**src/rtl/hmr_pkg.sv**
```systemverilog
// Shared types for the runtime redundancy-mode controller.
package hmr_pkg;

    typedef enum logic [1:0] {
        MODE_INDEP = 2'd0,
        MODE_DMR   = 2'd1,
        MODE_TMR   = 2'd2
    } mode_e;

    typedef enum logic [1:0] {
        GRP_RUN,
        GRP_DRAIN,
        GRP_SETBACK,
        GRP_RESYNC
    } grp_state_e;

    localparam logic [1:0] MODE_ILLEGAL = 2'd3;

endpackage

```
**src/rtl/hmr_group_fsm.sv**
```systemverilog
// Per-group recovery sequencer: RUN -> DRAIN -> SETBACK -> RESYNC -> RUN,
// holding the group mode, sticky fault, pending mode and error counter.
module hmr_group_fsm
    import hmr_pkg::*;
#(
    parameter int unsigned SetbackCycles = 4,
    parameter int unsigned ErrCntWidth   = 8,
    parameter logic [1:0]  DefaultMode   = 2'd0
) (
    input  logic                   clk_i,
    input  logic                   rst_i,
    input  logic                   req_acc_i,
    input  logic [1:0]             req_mode_i,
    input  logic                   mismatch_i,
    input  logic                   uncorr_i,
    input  logic                   busy_any_i,
    output logic                   run_o,
    output logic                   setback_o,
    output logic [1:0]             mode_o,
    output logic                   fault_o,
    output logic [ErrCntWidth-1:0] err_cnt_o
);
    localparam int unsigned SbW = $clog2(SetbackCycles + 1);

    grp_state_e           state_q, state_d;
    logic [SbW-1:0]       sb_cnt_q, sb_cnt_d;
    mode_e                mode_q, mode_d;
    mode_e                pend_mode_q, pend_mode_d;
    logic                 pend_req_q, pend_req_d;
    logic                 fault_q, fault_d;
    logic [ErrCntWidth-1:0] err_q, err_d;
    logic                 mm;

    always_ff @(posedge clk_i or posedge rst_i) begin
        if (rst_i) begin
            state_q     <= GRP_RUN;
            sb_cnt_q    <= '0;
            mode_q      <= mode_e'(DefaultMode);
            pend_mode_q <= mode_e'(DefaultMode);
            pend_req_q  <= 1'b0;
            fault_q     <= 1'b0;
            err_q       <= '0;
        end else begin
            state_q     <= state_d;
            sb_cnt_q    <= sb_cnt_d;
            mode_q      <= mode_d;
            pend_mode_q <= pend_mode_d;
            pend_req_q  <= pend_req_d;
            fault_q     <= fault_d;
            err_q       <= err_d;
        end
    end

    always_comb begin
        state_d     = state_q;
        sb_cnt_d    = sb_cnt_q;
        mode_d      = mode_q;
        pend_mode_d = pend_mode_q;
        pend_req_d  = pend_req_q;
        fault_d     = fault_q;
        err_d       = err_q;
        // Mismatches only count while the group is live; recovery phases ignore them.
        mm          = (state_q == GRP_RUN) && mismatch_i;

        if (mm && (err_q != '1)) err_d = err_q + ErrCntWidth'(1);
        if (mm && uncorr_i) fault_d = 1'b1;

        unique case (state_q)
            GRP_RUN: begin
                if (req_acc_i || mm) begin
                    state_d    = GRP_DRAIN;
                    pend_req_d = req_acc_i;
                    if (req_acc_i) pend_mode_d = mode_e'(req_mode_i);
                end
            end
            GRP_DRAIN: begin
                if (!busy_any_i) begin
                    state_d  = GRP_SETBACK;
                    sb_cnt_d = SbW'(SetbackCycles - 1);
                end
            end
            GRP_SETBACK: begin
                if (sb_cnt_q == '0) state_d = GRP_RESYNC;
                else                sb_cnt_d = sb_cnt_q - SbW'(1);
            end
            GRP_RESYNC: begin
                state_d = GRP_RUN;
                if (pend_req_q) begin
                    mode_d  = pend_mode_q;
                    fault_d = 1'b0;
                end
            end
            default: state_d = GRP_RUN;
        endcase
    end

    assign run_o     = (state_q == GRP_RUN);
    assign setback_o = (state_q == GRP_SETBACK);
    assign mode_o    = mode_q;
    assign fault_o   = fault_q;
    assign err_cnt_o = err_q;

endmodule

```
**src/rtl/hmr_mode_ctrl.sv**
```systemverilog
// Runtime INDEP/DMR/TMR controller: per-group voting/compare, lane muxing and
// request arbitration in front of one recovery sequencer per core triple.
module hmr_mode_ctrl
    import hmr_pkg::*;
#(
    parameter int unsigned NumCores      = 6,
    parameter int unsigned BusWidth      = 72,
    parameter int unsigned SetbackCycles = 4,
    parameter int unsigned ErrCntWidth   = 8,
    parameter logic [1:0]  DefaultMode   = 2'd0
) (
    input  logic                                        clk_i,
    input  logic                                        rst_i,
    input  logic                                        mode_req_valid_i,
    output logic                                        mode_req_ready_o,
    input  logic [$clog2((NumCores/3 > 1) ? NumCores/3 : 2)-1:0] mode_req_group_i,
    input  logic [1:0]                                  mode_req_mode_i,
    input  logic [NumCores*BusWidth-1:0]                core_bus_i,
    input  logic [NumCores-1:0]                         core_busy_i,
    output logic [NumCores-1:0]                         core_setback_o,
    output logic [NumCores*BusWidth-1:0]                sys_bus_o,
    output logic [NumCores-1:0]                         sys_valid_o,
    output logic [(NumCores/3)*2-1:0]                   group_mode_o,
    output logic [NumCores/3-1:0]                       group_fault_o,
    output logic [(NumCores/3)*ErrCntWidth-1:0]         err_cnt_o
);
    localparam int unsigned NumGroups = NumCores / 3;
    localparam int unsigned GrpW      = $clog2((NumGroups > 1) ? NumGroups : 2);

    if ((NumCores % 3 != 0) || (NumCores == 0)) begin : g_bad_cores
        $fatal(1, "hmr_mode_ctrl: NumCores must be a non-zero multiple of 3");
    end
    if (SetbackCycles < 1) begin : g_bad_setback
        $fatal(1, "hmr_mode_ctrl: SetbackCycles must be at least 1");
    end

    logic [NumGroups-1:0]      run_g, acc_g, mism_g, uncorr_g, busy_g, setback_g;
    logic [NumGroups-1:0][1:0] mode_g;
    logic                      grp_ok;

    assign grp_ok           = 32'(mode_req_group_i) < NumGroups;
    assign mode_req_ready_o = !rst_i && grp_ok && run_g[mode_req_group_i];

    for (genvar g = 0; g < NumGroups; g++) begin : g_grp
        logic [BusWidth-1:0]      b0, b1, b2, maj;
        logic [2:0]               vld;
        logic [2:0][BusWidth-1:0] lane;

        assign b0  = core_bus_i[(3*g)*BusWidth +: BusWidth];
        assign b1  = core_bus_i[(3*g+1)*BusWidth +: BusWidth];
        assign b2  = core_bus_i[(3*g+2)*BusWidth +: BusWidth];
        assign maj = (b0 & b1) | (b0 & b2) | (b1 & b2);

        // Illegal modes are accepted at the port but never reach the group.
        assign acc_g[g] = mode_req_valid_i && mode_req_ready_o
                          && (mode_req_mode_i != MODE_ILLEGAL)
                          && (mode_req_group_i == GrpW'(g));

        assign mism_g[g]   = (mode_g[g] == MODE_TMR) ? |((b0 ^ b1) | (b0 ^ b2))
                           : (mode_g[g] == MODE_DMR) ? (b0 != b1) : 1'b0;
        assign uncorr_g[g] = (mode_g[g] == MODE_DMR) && (b0 != b1);
        assign busy_g[g]   = |core_busy_i[3*g +: 3];

        always_comb begin
            vld  = '0;
            lane = '0;
            if (run_g[g]) begin
                unique case (mode_g[g])
                    MODE_DMR: begin
                        vld     = 3'b101;
                        lane[0] = b0;
                        lane[2] = b2;
                    end
                    MODE_TMR: begin
                        vld     = 3'b001;
                        lane[0] = maj;
                    end
                    default: begin
                        vld     = 3'b111;
                        lane[0] = b0;
                        lane[1] = b1;
                        lane[2] = b2;
                    end
                endcase
            end
        end

        assign sys_bus_o[(3*g)*BusWidth +: 3*BusWidth] = lane;
        assign sys_valid_o[3*g +: 3]                   = vld;
        assign core_setback_o[3*g +: 3]                = {3{setback_g[g]}};
        assign group_mode_o[2*g +: 2]                  = mode_g[g];

        hmr_group_fsm #(
            .SetbackCycles (SetbackCycles),
            .ErrCntWidth   (ErrCntWidth),
            .DefaultMode   (DefaultMode)
        ) u_fsm (
            .clk_i      (clk_i),
            .rst_i      (rst_i),
            .req_acc_i  (acc_g[g]),
            .req_mode_i (mode_req_mode_i),
            .mismatch_i (mism_g[g]),
            .uncorr_i   (uncorr_g[g]),
            .busy_any_i (busy_g[g]),
            .run_o      (run_g[g]),
            .setback_o  (setback_g[g]),
            .mode_o     (mode_g[g]),
            .fault_o    (group_fault_o[g]),
            .err_cnt_o  (err_cnt_o[g*ErrCntWidth +: ErrCntWidth])
        );
    end

endmodule

```
**config.mk**
```make
export PLATFORM = sky130hd
export DESIGN_NAME = hmr_mode_ctrl
export DESIGN_NICKNAME = d
export VERILOG_FILES = /design/src/rtl/hmr_pkg.sv /design/src/rtl/hmr_group_fsm.sv /design/src/rtl/hmr_mode_ctrl.sv
export SDC_FILE = /design/constraint.sdc
export NUM_CORES = 1
export LEC_CHECK = 0
export CAP_MARGIN = 20
export CELL_PAD_IN_SITES_DETAIL_PLACEMENT = 1
export CELL_PAD_IN_SITES_GLOBAL_PLACEMENT = 1
export CORE_AREA = 4 4 351 353
export CTS_CLUSTER_SIZE = 12
export DETAILED_ROUTE_END_ITERATION = 12
export DIE_AREA = 0 0 355 357
export GPL_TIMING_DRIVEN = 0
export PLACE_DENSITY = 0.4
export SKIP_LAST_GASP = 1
export SLEW_MARGIN = 0
export SYNTH_ARGS = -nofsm -noshare
export SYNTH_HDL_FRONTEND = slang
export SYNTH_SLANG_ARGS = --single-unit
```
**constraint.sdc**
```tcl
create_clock -name clk_i -period 5.2 [get_ports clk_i]
set_input_delay 0.78 -clock clk_i [delete_from_list [all_inputs] [get_ports clk_i]]
set_output_delay 0.78 -clock clk_i [all_outputs]
set_load 0.05 [all_outputs]
```
* Word level (Yosys, flattened, before mapping)
Index checks and enable logic that the tools add are counted. Widths: inputs -> output; s select.
Storage, ports and cells: flip-flop bits (word level) 38, input port bits 444, output and inout bits 467, logic and storage cells 135
Cells by class: $add $sub $neg 4, $lt $le $gt $ge 1, equal/unequal tests 23, mux-type cells 38, bitwise operators 17, reductions and logical operators 38
Operators with widths (count):
- $and 72x72->72 | 6
- $mux 216 | 2
- $mux 72 | 6
- $or 72x72->72 | 6
- $xor 72x72->72 | 4
- $ne 72x72->1 | 2
- $reduce_or 72->1 | 2
- $pmux 3 s2 | 4
- $mux 3 | 6
- $ne 2x2->1 const B | 9
- $reduce_and 3->1 | 6
- $add 8x1->8 const B | 2
- $ne 8x8->1 const B | 2
- $pmux 2 s4 | 2
- $logic_and 1x1->1 | 13
- $eq 2x2->1 const B | 6
- $mux 1 | 12
- $mux 2 | 6
- $eq 2x1->1 const B | 4
- $reduce_and 2->1 | 4
- $logic_not 3->1 | 2
- $reduce_or 3->1 | 2
- $sub 3x1->3 const B | 2
- $logic_not 2->1 | 2
- 6 further kinds | 9

* Depth between registers and ports, before layout
Gate-level depths: netlist of the first run.
word-level depth 10, mapped depth 8, gate-level depth less buffers 8

* Hierarchy
A second synthesis of the first run with hierarchy kept.
Second synthesis, totals: cells, all modules 1409, area, all modules 11083.1 um^2
Modules (own cells, without submodules):
- hmr_mode_ctrl | times used 1, cells each 1233, area an instance 9141.3 um^2, sequential area each 0.0 um^2
- hmr_group_fsm | times used 2, cells each 88, area an instance 970.9 um^2, sequential area each 475.5 um^2

* Least setup slack after synthesis of the first run
Ideal clock, no wire load.
path kind flip-flop to output port, start reg g_grp[1].u_fsm.mode_q[0], end out sys_bus_o[360], data arrival time 2.422 ns, required time 4.420 ns, path slack 1.998 ns, stages on the path, launching flop included 7, path buffers 2, cells stage by stage dfrtp_1 > inv_1 > ha_1 > nor2b_1 > clkbuf_1 > clkbuf_1 > and2_1
Between the ends: word-level cells in the longest chain between the ends 3
Ends and longest elaborated chain:
- from (decl) | line hmr_group_fsm.sv:27 | mode_e mode_q, mode_d;
- from (signal assigned) | line hmr_group_fsm.sv:38 | mode_q <= mode_e'(DefaultMode);
- from (signal assigned) | line hmr_group_fsm.sv:46 | mode_q <= mode_d;
- $eq 2x2->1 | line hmr_mode_ctrl.sv:68 | unique case (mode_g[g])
- $mux 72 | line hmr_mode_ctrl.sv:68
- $mux 216 | line hmr_mode_ctrl.sv:67 | if (run_g[g]) begin
- to (decl) | line hmr_mode_ctrl.sv:21 | output logic [NumCores*BusWidth-1:0] sys_bus_o,
Every way passes these cells.

* Worst setup path after layout of the first run
start reg g_grp[0].u_fsm.state_q[0], end out sys_bus_o[147]
Between the ends: word-level cells in the longest chain between the ends 2
Ends and longest elaborated chain:
- from (decl) | line hmr_group_fsm.sv:25 | grp_state_e state_q, state_d;
- from (signal assigned) | line hmr_group_fsm.sv:44 | state_q <= state_d;
- $logic_not 2->1 | line hmr_group_fsm.sv:97 | assign run_o = (state_q == GRP_RUN);
- via g_grp[0].u_fsm.run_o | line hmr_group_fsm.sv:17 | output logic run_o,
- $mux 216 | line hmr_mode_ctrl.sv:67
The timed path passes the listed nets, and every way through them passes these cells.

==> flow_metrics.env, run 1 <==
export IMPL_synth_cells=1429
export IMPL_cts_hold_buf=0
export IMPL_fp_dieW_um=355
export IMPL_worst_r2r_path_depth=8
export IMPL_end_kind="primary output"
export IMPL_vdd_ir_drop_max_mv=0.268
export IMPL_synth_most_common_cell="ha_1"
export IMPL_arrival_ps=4180
export IMPL_rsz0062_at_grt="false"
export IMPL_grt_usage_pct=16.8
export IMPL_routed_wl_mm=113
export IMPL_drt_first_pass_iters=5
export IMPL_reg2reg_from="g_grp[0].u_fsm.state_q[0]"
export IMPL_htree_levels=2
export IMPL_synth_cell_types=43
export IMPL_insertion_delay_ps=290
export IMPL_switching_share_pct=67.5
export IMPL_yosysTopAreaCell="ha_1"
export IMPL_synth_common_cells="306 x ha_1, 152 x o21ai_0, 151 x a21oi_1"
export IMPL_crit_chain="inv_1, ha_1, clkbuf_1, nor2b_1, clkbuf_1, clkbuf_1, and2_1, clkdlybuf4s50_1"
export IMPL_cp_max_fo=12
export IMPL_hold_ws_ps=478
export IMPL_wl_per_cell_um=28.3
export IMPL_hpwlAfterDp_mm=102
export IMPL_syn_to_final_growth_pct=103
export IMPL_cts_buffer_depth=2
export IMPL_internal_power_mw=4.23
export IMPL_power_mw=13.0
export IMPL_gp_congestion=0.918
export IMPL_holdPathStages=1
export IMPL_cts_tree="done"
export IMPL_cp_common_cell="clkbuf_1"
export IMPL_core_mm2=0.120
export IMPL_syn_area_mm2=0.0111
export IMPL_crit_cells=8
export IMPL_grt_start_max_net_pins=40
export IMPL_antenna_found_initial=28
export IMPL_root_buffer="clkbuf_16"
export IMPL_design_die_area_mm2=0.127
export IMPL_r2r_end="g_grp[0].u_fsm.err_cnt_o[6]"
export IMPL_setup_violations=0
export IMPL_ys_seq_area_share_pct=8.55
export IMPL_power_frac_seq_pct=4.0
export IMPL_pre_cts_slack_ps=315
export IMPL_clock_sinks=38
export IMPL_r2r_slack_ps=2790
export IMPL_p_comb_share_pct=92.9
export IMPL_grt_pass1_wl_mm=149
export IMPL_relSlewSlack_pct=25.6
export IMPL_cp_slowest_stage_delay_ps=910
export IMPL_synth_ff_type="dfrtp_1"
export IMPL_synth_mux_area_share_pct=1.64
export IMPL_worstSetupStartpointType="flip-flop"
export IMPL_min_from="g_grp[1].u_fsm.pend_req_q"
export IMPL_io_buffer_count=910
export IMPL_drive_gt1_share_pct=2.00
export IMPL_status="finished clean"
export IMPL_p_sw_mw=8.78
export IMPL_p_per_area_mw_per_mm2=577
export IMPL_synth_xor_xnor_area_share_pct=1.02
export IMPL_tns_ps=0
export IMPL_path_clk_slew_ps=60
export IMPL_hold_viol_final=0
export IMPL_initial_utilization_pct=9.28
export IMPL_yosys_area_share_simple_pct=25.2
export IMPL_drcViolationCount=0
export IMPL_synth_top_family_by_area="adder cells"
export IMPL_power_leakage_nw=8.86
export IMPL_synth_edf_count=0
export IMPL_nFillCells=14200
export IMPL_crit_buf_inv=5
export IMPL_p_clk_share_pct=3.1
export IMPL_critPathTopFamily="buffers and inverters"
export IMPL_syn_num_nets=2179
export IMPL_crit_type="reg -> out"
export IMPL_ioPinCount=911
export IMPL_yosysWarnings=0
export IMPL_cp_slowest_cell="clkdlybuf4s50_1"
export IMPL_ant_nets=0
export IMPL_setup_slack_ps=241
export IMPL_grt_overflow=0
export IMPL_post_route_period_util_pct=95.4
export IMPL_synth_area_leaders="ha_1 34%, a211oi_1 9.7%, dfrtp_1 8.6%"
export IMPL_whs_endpoint="g_grp[1].u_fsm.fault_o"
export IMPL_worstMarginPinSlew_ps=1120
export IMPL_grt_pass1_vias=17200
export IMPL_die_h_um=357
export IMPL_fp_row_count=127
export IMPL_min_period_ps=4960
export IMPL_avgSynthCellArea_um2=7.78
export IMPL_yosys_register_bits=38
export IMPL_hp_class="reg -> reg"
export IMPL_synth_compound_area_share_pct=24.4
export IMPL_required_ps=4420
export IMPL_avgViaCountPerCell=4.01
export IMPL_yosys_area_top_type_share_pct=34.4
export IMPL_first_iter_violations=544
export IMPL_final_area_mm2=0.0225
export IMPL_vias=15900
export IMPL_cts_buffers=5
export IMPL_fin_skew_ps=6.37
export IMPL_maxCapViolations=0
export IMPL_layout_nets=3099
export IMPL_async_flop_share_pct=100
export IMPL_post_dp_cell_area_mm2=0.0223
export IMPL_synthAdderAreaFrac_pct=34.4
export IMPL_drv_slew=0
export IMPL_max_freq_mhz=202
state kept, by name, indices dropped and copies added, names as in the netlist:
name,flops
g_grp.u_fsm.fault_o,2
g_grp.u_fsm.state_q,4
g_grp.u_fsm.err_cnt_o,16
g_grp.u_fsm.mode_o,4
g_grp.u_fsm.pend_req_q,2
g_grp.u_fsm.sb_cnt_q,6
g_grp.u_fsm.pend_mode_q,4
worst max path at each step:
| stage | startpoint | to | slack (ps) |
|---|---|---|---|
| floorplan | g_grp[1].u_fsm.mode_o[0] | sys_bus_o[360] | 2000 |
| global placement | core_bus_i[376] | g_grp[1].u_fsm.err_cnt_o[1] | -400 |
| detailed placement | g_grp[1].u_fsm.mode_o[0] | sys_bus_o[237] | 310 |
| CTS | g_grp[1].u_fsm.state_q[0] | sys_bus_o[369] | 150 |
| global route | g_grp[0].u_fsm.state_q[0] | sys_bus_o[147] | 40 |
| finish | g_grp[0].u_fsm.state_q[0] | sys_bus_o[147] | 240 |
repair_timing:
item	CTS	global route
endpoints found under the setup margin	2	1
setup buffers	0	0
gates resized for setup	2	3
power groups by stage:
stage / registers, mW / logic (mW) / clock network (mW)
final: 0.524 / 12.1 / 0.405
after global routing: 0.548 / 12.7 / 0.434
after detailed placement: 0.536 / 12.2 / 0
after CTS: 0.532 / 12.3 / 0.421
after floorplan: 0.637 / 6.87 / 0
after global placement: 0.528 / 12.2 / 0
layout make-up:
type,count,area [um2],share of cell area (%)
Tap cell,1612,2020,8.95
Inverter,19,71.3,0.317
Antenna cell,10,25.0,0.111
Clock buffer,5,125,0.555
Buffer,110,455,2.02
Multi-Input combinational cell,1262,9650,42.8
Clock inverter,3,68.8,0.305
Timing Repair Buffer,913,9160,40.7
Sequential cell,38,951,4.22
cells in the final DEF (no fill, tap or decap), types with 6 or more instances in the layout:
master / count
nor3_1: 6
diode_2: 10
nand3_1: 12
buf_4: 11
clkdlybuf4s50_1: 910
nor2_1: 16
o21ai_0: 152
inv_1: 18
nor4_1: 74
ha_1: 306
a211oi_1: 144
dfrtp_1: 38
and3_1: 145
clkbuf_1: 96
mux2_2: 12
xor2_1: 9
and2_1: 146
a21oi_1: 151
nand2_1: 30
nand4_1: 19
routing by layer:
| layer | global-route usage, % | part of all wire (%) |
|---|---|---|
| met5 | 0 | 0.061 |
| met4 | 0.966 | 0.37 |
| met3 | 4.39 | 6.8 |
| met2 | 32.8 | 53 |
| met1 | 18.9 | 40 |
kinds of logic (layout without fill, tap and decap cells):
logic type	count (synthesis)	after routing
buffers and inverters	129	1050
adders and majority gates	306	306
other	0	10
AOI/OAI and AO/OA	462	462
xor gates and xnor gates	13	13
muxes	16	16
DFF	38	38
and+or+nand+nor	465	465
metrics by stage:
step                      cells  util, %
after floorplan            1429        -
after global placement     3951     18.6
after detailed placement   3954     18.6
after CTS                  3962     18.8
after global routing       3964     18.8
final                      3972     18.8
(Power assumes the default switching activity.)
==> inputs of run 2 (changes only) <==
--- a/config.mk
+++ b/config.mk
@@ -8,12 +8,13 @@
 export CAP_MARGIN = 20
 export CELL_PAD_IN_SITES_DETAIL_PLACEMENT = 1
 export CELL_PAD_IN_SITES_GLOBAL_PLACEMENT = 1
-export CORE_AREA = 4 4 351 353
+export CORE_AREA = 4 4 352 354
 export CTS_CLUSTER_SIZE = 12
 export DETAILED_ROUTE_END_ITERATION = 12
-export DIE_AREA = 0 0 355 357
+export DIE_AREA = 0 0 356 358
 export GPL_TIMING_DRIVEN = 0
-export PLACE_DENSITY = 0.4
+export HOLD_SLACK_MARGIN = 0.03
+export PLACE_DENSITY = 0.42
 export SKIP_LAST_GASP = 1
 export SLEW_MARGIN = 0
 export SYNTH_ARGS = -nofsm -noshare
==> constraint.sdc (replaced) <==
create_clock -name clk_i -period 4.5 [get_ports clk_i]
set_input_delay 0.675 -clock clk_i [delete_from_list [all_inputs] [get_ports clk_i]]
set_output_delay 0.675 -clock clk_i [all_outputs]
set_load 0.05 [all_outputs]
==> run 2 against run 1 <==
Final cell count rose by 0.35%. Via count fell by 1.7%. Global-route usage fell by 0.24 points. Core utilization fell by 0.21 points. Clock power fell by 6.4%. Critical path type unchanged.
==> flow_metrics.env, run 2 (synthesis results as in run 1) <==
export IMPL_min_period_ps=4250
export IMPL_post_route_period_util_pct=94.4
export IMPL_worstSetupStartpointType="flip-flop"
export IMPL_largest_reg_flops=16
export IMPL_power_leakage_nw=8.90
export IMPL_antenna_found_initial=28
export IMPL_ant_nets=0
export IMPL_final_cells=3986
export IMPL_wl_per_cell_um=28.0
export IMPL_grt_overflow=0
export IMPL_gp_congestion=0.882
export IMPL_drive_gt1_share_pct=2.42
export IMPL_drv_slew=0
export IMPL_layout_common_cells="903 x clkdlybuf4s50_1, 306 x ha_1, 152 x o21ai_0, 151 x a21oi_1, 146 x and2_1"
export IMPL_vias=15700
export IMPL_end_kind="primary output"
export IMPL_vdd_ir_drop_max_mv=0.259
export IMPL_p_per_area_mw_per_mm2=663
export IMPL_crit_chain="inv_1, ha_1, clkbuf_2, clkbuf_1, clkbuf_2, a21oi_1, clkdlybuf4s50_1"
export IMPL_layout_nets=3100
export IMPL_root_buffer="clkbuf_16"
export IMPL_regArea_um2=951
export IMPL_clock_sinks=38
export IMPL_crit_type="reg -> out"
export IMPL_drt_first_pass_iters=4
export IMPL_avgViaCountPerCell=3.93
export IMPL_fin_skew_ps=6.52
export IMPL_first_iter_violations=470
export IMPL_htree_levels=2
export IMPL_cp_slowest_stage_delay_ps=800
export IMPL_design_die_area_mm2=0.127
export IMPL_relSlewSlack_pct=32.1
export IMPL_cp_slowest_cell="clkdlybuf4s50_1"
export IMPL_status="finished clean"
export IMPL_drcViolationCount=0
export IMPL_critPathTopFamily="buffers and inverters"
export IMPL_max_freq_mhz=235
export IMPL_multiInputGateArea_mm2=0.00965
export IMPL_grt_start_max_net_pins=36
export IMPL_setup_violations=0
export IMPL_ioPinCount=911
export IMPL_final_common_cell="clkdlybuf4s50_1"
export IMPL_path_clk_slew_ps=70
export IMPL_place_inst=3968
export IMPL_fp_row_count=128
export IMPL_routed_wl_mm=111
export IMPL_cts_buffers=5
export IMPL_die_h_um=358
export IMPL_cts_tree="done"
export IMPL_cts_buffer_depth=2
export IMPL_arrival_ps=3570
export IMPL_cts_hold_buf=0
export IMPL_grt_pass1_vias=16800
export IMPL_core_mm2=0.121
export IMPL_grt_usage_pct=16.5
export IMPL_fp_dieW_um=356
export IMPL_syn_to_final_growth_pct=102
export IMPL_postLayoutCoreUtil_pct=18.6
export IMPL_hpwlAfterDp_mm=101
export IMPL_hold_ws_ps=491
export IMPL_rsz0062_at_grt="false"
export IMPL_io_buffer_count=910
export IMPL_worstMarginPinSlew_ps=1020
export IMPL_grt_pass1_wl_mm=147
export IMPL_cp_max_fo=10
export IMPL_insertion_delay_ps=290
export IMPL_power_mw=14.9
export IMPL_nFillCells=14400
export IMPL_cp_common_cell="clkbuf_2"
export IMPL_hp_class="reg -> reg"
export IMPL_required_ps=3830
export IMPL_crit_buf_inv=5
export IMPL_hold_viol_final=0
export IMPL_maxCapViolations=0
export IMPL_initial_utilization_pct=9.18
## run 2: worst paths after layout
path	start	to	slack [ps]	cells after the start
worst min-delay path	g_grp[1].u_fsm.pend_req_q	g_grp[1].u_fsm.fault_o	490	1
max in group asynchronous	rst_i	g_grp[1].u_fsm.state_q[1]	3450	3
worst min register to register	g_grp[1].u_fsm.pend_req_q	g_grp[1].u_fsm.fault_o	490	1
worst max register to register	g_grp[0].u_fsm.state_q[0]	g_grp[0].u_fsm.err_cnt_o[6]	2020	8
worst max-delay path	g_grp[1].u_fsm.mode_o[0]	sys_bus_o[229]	250	7
min in group asynchronous	rst_i	g_grp[1].u_fsm.err_cnt_o[7]	620	2
## run 2: per-layer routing
layer  GRT usage [%]  share of wire, %
met5               0             0.079
met4            1.85               1.2
met3            4.97               7.6
met2            31.4                52
met1            18.5                39
## run 2: through the flow
step           cell area (um2)  TNS (ps)  setup WS, ps
2_1_floorplan            11100         0          1400
3_3_place_gp             22300    -15250          -804
5_1_grt                  22500         0          12.6
4_1_cts                  22500         0          39.0
6_report                 22500         0           253
3_5_place_dp             22300     -5480          -355
## run 2: what timing repair did
item / 4_1_cts / 5_1_grt
setup endpoints to repair: 217 / 1
setup buffers: 0 / 0
gates resized for setup: 19 / 1
## run 2: cell type report
class / instances / area share, %
Sequential cell: 38 / 4.22
Tap cell: 1625 / 9.03
Inverter: 19 / 0.317
Clock buffer: 6 / 0.617
Timing Repair Buffer: 914 / 40.7
Clock inverter: 2 / 0.0556
Buffer: 110 / 2.07
Multi-Input combinational cell: 1262 / 42.9
Antenna cell: 10 / 0.111
## run 2: report_power, final
group	total (mW)	switching (mW)	internal (mW)
registers	0.605	0.132	0.474
logic	13.9	9.83	4.10
clock network	0.379	0.159	0.220
total	14.9	10.1	4.79
